$ cat src/rtl/dsky_serial_rx.sv
// 8N1 UART receiver and 5-byte frame parser feeding the AGC serial input registers.
// Frame: SYNC, id, hi, lo, chk (chk = id ^ hi ^ lo); writes {hi[6:0], lo} to register[id].
module dsky_serial_rx #(
  parameter int          CLKS_PER_BIT = 434,
  parameter logic [7:0]  SYNC_BYTE    = 8'hA5,
  parameter int          TIMEOUT_BITS = 20
) (
  input  logic        clock,
  input  logic        reset_n,
  input  logic        rx,
  output logic [14:0] dsky_verb,
  output logic [14:0] dsky_noun,
  output logic [14:0] mission_time,
  output logic [14:0] apogee,
  output logic [14:0] perigee,
  output logic        update_valid,
  output logic [2:0]  update_sel,
  output logic        frame_err
);

  localparam int             CW      = $clog2(CLKS_PER_BIT);
  localparam logic [CW-1:0]  HALF_LD = CW'(CLKS_PER_BIT / 2);
  localparam logic [CW-1:0]  BIT_LD  = CW'(CLKS_PER_BIT - 1);
  localparam int             TO_LIM  = TIMEOUT_BITS * CLKS_PER_BIT;
  localparam int             TW      = $clog2(TO_LIM + 1);

  typedef enum logic [1:0] {U_IDLE, U_START, U_DATA, U_STOP} ustate_t;
  typedef enum logic [2:0] {P_SYNC, P_ID, P_HI, P_LO, P_CHK} pstate_t;

  logic          rx_meta_q, rx_s_q;
  ustate_t       ust_q, ust_d;
  logic [CW-1:0] cnt_q, cnt_d;
  logic [2:0]    bit_q, bit_d;
  logic [7:0]    sh_q, sh_d;
  logic          brk_q, brk_d;
  logic          strobe_q, strobe_d;
  logic          uart_ferr;

  pstate_t       pst_q, pst_d;
  logic [2:0]    id_q, id_d;
  logic [6:0]    hi_q, hi_d;
  logic [7:0]    lo_q, lo_d;
  logic [TW-1:0] to_q, to_d;
  logic [14:0]   regs_q [5];
  logic [14:0]   regs_d [5];
  logic          upd_q, upd_d;
  logic [2:0]    sel_q, sel_d;
  logic          err_q, err_d;

  // Bit timing uses down-counters; a sample is taken when the count reaches zero.
  always_comb begin
    ust_d     = ust_q;
    cnt_d     = cnt_q;
    bit_d     = bit_q;
    sh_d      = sh_q;
    brk_d     = brk_q;
    strobe_d  = 1'b0;
    uart_ferr = 1'b0;
    case (ust_q)
      U_IDLE: begin
        if (!rx_s_q) begin
          ust_d = U_START;
          cnt_d = HALF_LD;
        end
      end
      U_START: begin
        if (cnt_q != '0) begin
          cnt_d = cnt_q - CW'(1);
        end else if (rx_s_q) begin
          ust_d = U_IDLE;
        end else begin
          ust_d = U_DATA;
          cnt_d = BIT_LD;
          bit_d = 3'd0;
        end
      end
      U_DATA: begin
        if (cnt_q != '0) begin
          cnt_d = cnt_q - CW'(1);
        end else begin
          sh_d  = {rx_s_q, sh_q[7:1]};
          cnt_d = BIT_LD;
          if (bit_q == 3'd7) ust_d = U_STOP;
          else               bit_d = bit_q + 3'd1;
        end
      end
      U_STOP: begin
        if (brk_q) begin
          // Line held low after a bad stop bit: wait for it to return high.
          if (rx_s_q) begin
            brk_d = 1'b0;
            ust_d = U_IDLE;
          end
        end else if (cnt_q != '0) begin
          cnt_d = cnt_q - CW'(1);
        end else if (rx_s_q) begin
          strobe_d = 1'b1;
          ust_d    = U_IDLE;
        end else begin
          uart_ferr = 1'b1;
          brk_d     = 1'b1;
        end
      end
      default: ust_d = U_IDLE;
    endcase
  end

  always_comb begin
    pst_d  = pst_q;
    id_d   = id_q;
    hi_d   = hi_q;
    lo_d   = lo_q;
    to_d   = to_q;
    regs_d = regs_q;
    upd_d  = 1'b0;
    sel_d  = sel_q;
    err_d  = 1'b0;

    if (pst_q == P_SYNC || strobe_q) begin
      to_d = '0;
    end else if (ust_q == U_IDLE) begin
      if (to_q == TW'(TO_LIM - 1)) begin
        to_d  = '0;
        err_d = 1'b1;
        pst_d = P_SYNC;
      end else begin
        to_d = to_q + TW'(1);
      end
    end

    if (strobe_q) begin
      case (pst_q)
        P_SYNC: if (sh_q == SYNC_BYTE) pst_d = P_ID;
        P_ID: begin
          id_d = sh_q[2:0];
          if (sh_q > 8'd4) begin
            err_d = 1'b1;
            pst_d = P_SYNC;
          end else begin
            pst_d = P_HI;
          end
        end
        P_HI: begin
          hi_d = sh_q[6:0];
          if (sh_q[7]) begin
            err_d = 1'b1;
            pst_d = P_SYNC;
          end else begin
            pst_d = P_LO;
          end
        end
        P_LO: begin
          lo_d  = sh_q;
          pst_d = P_CHK;
        end
        P_CHK: begin
          if (sh_q == ({5'b0, id_q} ^ {1'b0, hi_q} ^ lo_q)) begin
            for (int i = 0; i < 5; i++) begin
              if (id_q == 3'(i)) regs_d[i] = {hi_q, lo_q};
            end
            upd_d = 1'b1;
            sel_d = id_q;
          end else begin
            err_d = 1'b1;
          end
          pst_d = P_SYNC;
        end
        default: pst_d = P_SYNC;
      endcase
    end

    if (uart_ferr) begin
      err_d = 1'b1;
      pst_d = P_SYNC;
      to_d  = '0;
    end
  end

  always_ff @(posedge clock or negedge reset_n) begin
    if (!reset_n) begin
      rx_meta_q <= 1'b1;
      rx_s_q    <= 1'b1;
      ust_q     <= U_IDLE;
      cnt_q     <= '0;
      bit_q     <= '0;
      sh_q      <= '0;
      brk_q     <= 1'b0;
      strobe_q  <= 1'b0;
      pst_q     <= P_SYNC;
      id_q      <= '0;
      hi_q      <= '0;
      lo_q      <= '0;
      to_q      <= '0;
      for (int i = 0; i < 5; i++) regs_q[i] <= '0;
      upd_q     <= 1'b0;
      sel_q     <= '0;
      err_q     <= 1'b0;
    end else begin
      rx_meta_q <= rx;
      rx_s_q    <= rx_meta_q;
      ust_q     <= ust_d;
      cnt_q     <= cnt_d;
      bit_q     <= bit_d;
      sh_q      <= sh_d;
      brk_q     <= brk_d;
      strobe_q  <= strobe_d;
      pst_q     <= pst_d;
      id_q      <= id_d;
      hi_q      <= hi_d;
      lo_q      <= lo_d;
      to_q      <= to_d;
      for (int i = 0; i < 5; i++) regs_q[i] <= regs_d[i];
      upd_q     <= upd_d;
      sel_q     <= sel_d;
      err_q     <= err_d;
    end
  end

  assign dsky_verb    = regs_q[0];
  assign dsky_noun    = regs_q[1];
  assign mission_time = regs_q[2];
  assign apogee       = regs_q[3];
  assign perigee      = regs_q[4];
  assign update_valid = upd_q;
  assign update_sel   = sel_q;
  assign frame_err    = err_q;

endmodule

$ cat config.mk
export PLATFORM = sky130hd
export DESIGN_NAME = dsky_serial_rx
export DESIGN_NICKNAME = d
export VERILOG_FILES = /design/src/rtl/dsky_serial_rx.sv
export SDC_FILE = /design/constraint.sdc
export NUM_CORES = 1
export LEC_CHECK = 0
export BUFFER_PORTS_ARGS = -buffer_cell sky130_fd_sc_hd__buf_2
export CORE_UTILIZATION = 55
export DETAILED_ROUTE_END_ITERATION = 10
export MAX_ROUTING_LAYER = met4
export PLACE_DENSITY = 0.88
export REMOVE_ABC_BUFFERS = 1
export SYNTH_ARGS = -nofsm -noshare
export SYNTH_HDL_FRONTEND = slang
export SYNTH_SLANG_ARGS = --single-unit
$ cat constraint.sdc
create_clock -name clock -period 3.6 [get_ports clock]
set_input_delay 0.72 -clock clock [delete_from_list [all_inputs] [get_ports clock]]
set_output_delay 0.72 -clock clock [all_outputs]
set_load 0.05 [all_outputs]
# [After elaboration in Yosys (flattened, before gate mapping)]
# Index checks and enable logic that the tools add are counted.
[totals] register_bits=141 in_bits=3 out_inout_bits=80 wordCells=128
[classes] n_addsub=3 magnitude_cmp=1 eq_ne=25 muxes=55 bitwise_logic=3 reduce_logical=20
[op_table] cell="14-bit two-way mux" count=4
[op_table] cell="9-bit two-way mux" count=6
[op_table] cell="9-bit one-hot mux with 4 select lines" count=1
[op_table] cell="3-bit two-way mux" count=10
[op_table] cell="4-bit AND reduction" count=6
[op_table] cell="1-bit two-way mux" count=20
[op_table] cell="2-bit two-way mux" count=10
[op_table] cell="2-bit inequality test (second input constant)" count=8
[op_table] cell="14-bit by 1-bit adder with 14-bit output (second input constant)" count=1
[op_table] cell="14-bit == test (second input constant)" count=1
[op_table] cell="3-bit by 2-bit == test with 1-bit output (second input constant)" count=4
[op_table] cell="3-bit one-hot mux with 4 select lines" count=1
[op_table] cell="5-bit AND reduction" count=2
[op_table] cell="3-bit == test (second input constant)" count=3
[op_table] cell="9-bit nonzero test" count=1
[op_table] cell="9-bit by 1-bit subtractor with 9-bit output (second input constant)" count=1
[op_table] cell="8-bit == test" count=1
[op_table] cell="8-bit == test (second input constant)" count=1
[op_table] cell="8-bit by 3-bit > comparator with 1-bit output (second input constant)" count=1
[op_table] cell="2-bit one-hot mux with 4 select lines" count=1
[op_table] cell="2-bit AND reduction" count=4
[op_table] cell="7-bit by 8-bit XOR with 8-bit output" count=1
[op_table] cell="3-bit by 7-bit XOR with 7-bit output" count=1
[op_table] cell="3-bit by 1-bit == test with 1-bit output (second input constant)" count=2
[op_table] cell="other kinds (13)" count=16

# [Depth between registers and ports, before layout]
[logic_depth] word_depth=8 ltp_mapped=11 depth_no_buf=7

# [Worst setup path before layout]
# No wires, ideal clock.
[synth_timing] path_type="register to register" from="register cnt_q[0]" to="register to_q[12]" setup_time_ns=0.126 arrival_ns=2.395 required_time_ns=3.474 setup_slack_ns=1.079 stages_incl_launch_ff=12 path_buffers=4 synth_period_minus_slack_ns=2.521 path_cell_list="dfrtp_1 inv_1 ha_1 or3b_2 clkbuf_1 or3_1 clkbuf_1 nor4_4 or3_1 buf_2 buf_4 a21oi_1"
[synth_via] elab_chain_cells=5 word_cells_on_any_way=6
[synth_lines] item="start, declared" line_no="32" source="logic [CW-1:0] cnt_q, cnt_d;"
[synth_lines] item="start signal, assigned" line_no="202" source="cnt_q <= cnt_d;"
[synth_lines] item="9-bit nonzero test (*)" line_no="94" source="end else if (cnt_q != '0) begin"
[synth_lines] item="1-bit two-way mux (*)" line_no="94"
[synth_lines] item="1-bit two-way mux (*)" line_no="88" source="if (brk_q) begin"
[synth_lines] item="1-bit two-way mux (*)" line_no="59" source="case (ust_q)"
[synth_lines] item="3-bit nonzero test (no source line) / 14-bit two-way mux (equally long branches)"
[synth_lines] item="end signal, assigned" line_no="211" source="to_q <= to_d;"
[synth_lines] item="end, declared" line_no="43" source="logic [TW-1:0] to_q, to_d;"
# Mark *: on every way between the ends. The rest lies on a longest branch, timed or not.
# A chain may end at the register's enable or synchronous reset.

# [Final worst setup path]
[layout_timing] from="register cnt_q[0]" to="register to_q[7]"
# The elaborated chain is that of the path after synthesis.

==> out/summary.txt <==
outcome -> completed
number of cells traversed by the worst register-to-register path -> 7
kind of start point of the critical path -> flop
clock net sink count -> 141
count of cells resized by post-cts repair -> 0
Post-Syn Instances -> 503
number of max-cap violations -> 0
slowest CP cell -> sky130_fd_sc_hd__or3b_2
setup repair after global routing missed its margin -> no
total leakage power -> 3.76 nW
dpl ws -> 0.870 ns
ANT nets after route -> 0
number of nets in the layout -> 597
Max-slew headroom -> 45.9%
total congestion overflow -> 0
Mapped Area -> 6340 sq um
total negative setup slack -> 0 ns
mean instance size in the synthesized netlist -> 12.6 sq um
number of global-route vias before repair -> 4266
Skew-Pair Late Insertion Delay -> 0.42 ns
CTS HTree Levels -> 4
clock tree buffer depth -> 2
most frequent standard cell in the layout excluding fill and tap cells -> sky130_fd_sc_hd__dfrtp_1
vias after detailed routing -> 4310
final cell utilization of the core -> 67.7%
router iterations before antenna repair -> 5
Crit Path Max Fanout -> 14
layout cell share with drive strength beyond 1 -> 39.0%
total routing usage reported by global routing -> 24.8%
highest achievable clock rate -> 360 MHz
count of unique library cells instantiated by Yosys -> 54
Power Density -> 458 nW/um^2
longest individual stage delay on the worst path -> 0.55 ns
path category of the worst min-delay check -> in -> async
mean routed wirelength per cell -> 17.9 microns
reg2reg start -> cnt_q[0]
WP buf/inv -> 1
aggregate routed wire length -> 13.2 mm
layout overhead on the synthesized area -> 17.8%
Critical Path Sink Type -> flop
minimum clock period after layout -> 2.78 ns
total CTS buffers -> 17
Cell Rows -> 38
CP top delay family -> simple AND/OR/NAND/NOR gates
mean number of vias per cell -> 5.84
hold violation count in the final report -> 0
critical register-to-register path endpoint -> to_q[7]
Setup-failing EPs final -> 0
final worst path period share -> 77.2%
worst endpoint data arrival time -> 3.05 ns
die area -> 12000 sq um
pin count of the biggest net entering global routing -> 87
antenna violations before repair -> 0
Top-Level Pins -> 83
internal reg-to-reg setup slack -> 0.82 ns
Data required, critical path -> 3.87 ns
Chip Height -> 109 microns
I/O Buffers -> 82
VDD IR-drop max -> 0.372 mV
width of the chip -> 109 microns
worst setup path category -> reg -> reg
most used flip-flop cell after synthesis -> sky130_fd_sc_hd__dfrtp_1
most frequent CP cell -> sky130_fd_sc_hd__or3_1
core region area -> 11000 sq um
sequential area share after synthesis -> 55.7%
TritonCTS clock tree -> built
Worst Clk Skew -> 0.00829 ns
post-CTS setup buffer count -> 0
HPWL after detailed placement -> 8.50 mm
drt first-iter violations -> 278
antenna cell count -> 0
share of synthesized registers carrying an async set or reset -> 100%
wire length of the first global-routing pass -> 21.5 mm
count of warnings emitted by yosys -> 0
cells traversed along the worst timing path -> inv_1 -> ha_1 -> or3b_2 -> or3_1 -> nor4_4 -> or3_1 -> a21oi_1
most frequent cells in the layout -> sky130_fd_sc_hd__dfrtp_1 (139), sky130_fd_sc_hd__mux2_2 (104), sky130_fd_sc_hd__buf_2 (81)
Clock Root Buffer -> sky130_fd_sc_hd__clkbuf_16
slew at the pin closest to its max-slew limit -> 0.805 ns
EDFF count, synth -> 0
DRC Markers -> 0
number of buffers inserted for hold repair after clock tree synthesis -> 0
fin worst setup slack -> 0.822 ns
count of pins over their slew limit -> 0
total chip power -> 3.42 mW
Clock transition at path regs -> 0.06 ns
flip-flop and latch count after synthesis -> 141
final weighted congestion in routability-driven placement -> 0.874
effective utilization at floorplan -> 57.4%
==> power by group <==
group	internal (mW)	switching, mW	total (mW)
clock network	1.11	0.686	1.80
registers	1.59	0.00222	1.59
logic	0.00493	0.0304	0.0354
==> flip-flops by register name, indices dropped and copies added (netlist names), 8 cells and up, named ones only <==
register      cells
dsky_verb        15
to_q             14
perigee          15
mission_time     15
cnt_q             9
sh_q              8
apogee           15
dsky_noun        15
lo_q              8
==> cell type report <==
class	count	area, sq um
fill	741	3570
sequential	141	3530
multi-input combinational	327	2650
timing repair buffer	84	444
clock buffer	19	443
tap	140	175
clock inverter	13	165
inverter	14	52.6
==> per-layer routing <==
layer | GRT usage (%) | share of wire [%] | up-vias | routed length (microns)
met5 | - | 0 | - | 0
li1 | - | - | 1990 | -
met3 | 7.71 | 5.0 | 26 | 659
met2 | 39.8 | 50 | 148 | 6590
met1 | 29.0 | 43 | 2146 | 5610
met4 | 10.4 | 2.4 | 0 | 320
==> worst max-delay path by stage <==
stage / slack, ns / endpoint / from / depth (start not counted)
final: 0.82 / to_q[7] / cnt_q[0] / 7
after global routing: 0.61 / dsky_verb[12] / sh_q[0] / 5
after CTS: 0.81 / to_q[7] / cnt_q[0] / 7
after detailed placement: 0.87 / to_q[11] / cnt_q[0] / 7
after global placement: 0.98 / to_q[6] / cnt_q[0] / 7
after floorplan: 0.95 / cnt_q[5] / cnt_q[0] / 6
==> synthesized netlist by cell type (all sizes together), types with 5 or more instances <==
cell type  number  area [sq um]
or3             5          31.3
o21ai          20           100
dfrtp         139          3480
nand4           8          56.3
nand3          16          95.1
buf             8          51.3
nand2          16          60.1
a31oi           5          31.3
nor3           13          65.1
clkbuf         13          48.8
xnor2          14           123
ha              9           113
nor2           28           105
inv            14          52.6
a21oi          22           110
mux2          104          1170
xor2            9          78.8
==> through the flow <==
| stage | hold slack, ns | area (sq um) | cells |
|---|---|---|---|
| after floorplan | 0.345 | 6240 | 482 |
| after global placement | 0.347 | 6860 | 706 |
| after detailed placement | 0.347 | 6860 | 706 |
| after CTS | 0.356 | 7460 | 738 |
| after global routing | 0.360 | 7460 | 738 |
| final | 0.350 | 7460 | 738 |
==> kinds of logic after synthesis <==
| kind of cell | share of synthesized area [%] |
|---|---|
| xor gates and xnor gates | 3.18 |
| adders and majority gates | 1.78 |
| AOI/OAI and AO/OA | 7.17 |
| and+or+nand+nor | 10.6 |
| DFF | 55.7 |
| muxes | 19.1 |
| buffers and inverters | 2.41 |
(Power assumes the default switching activity.)
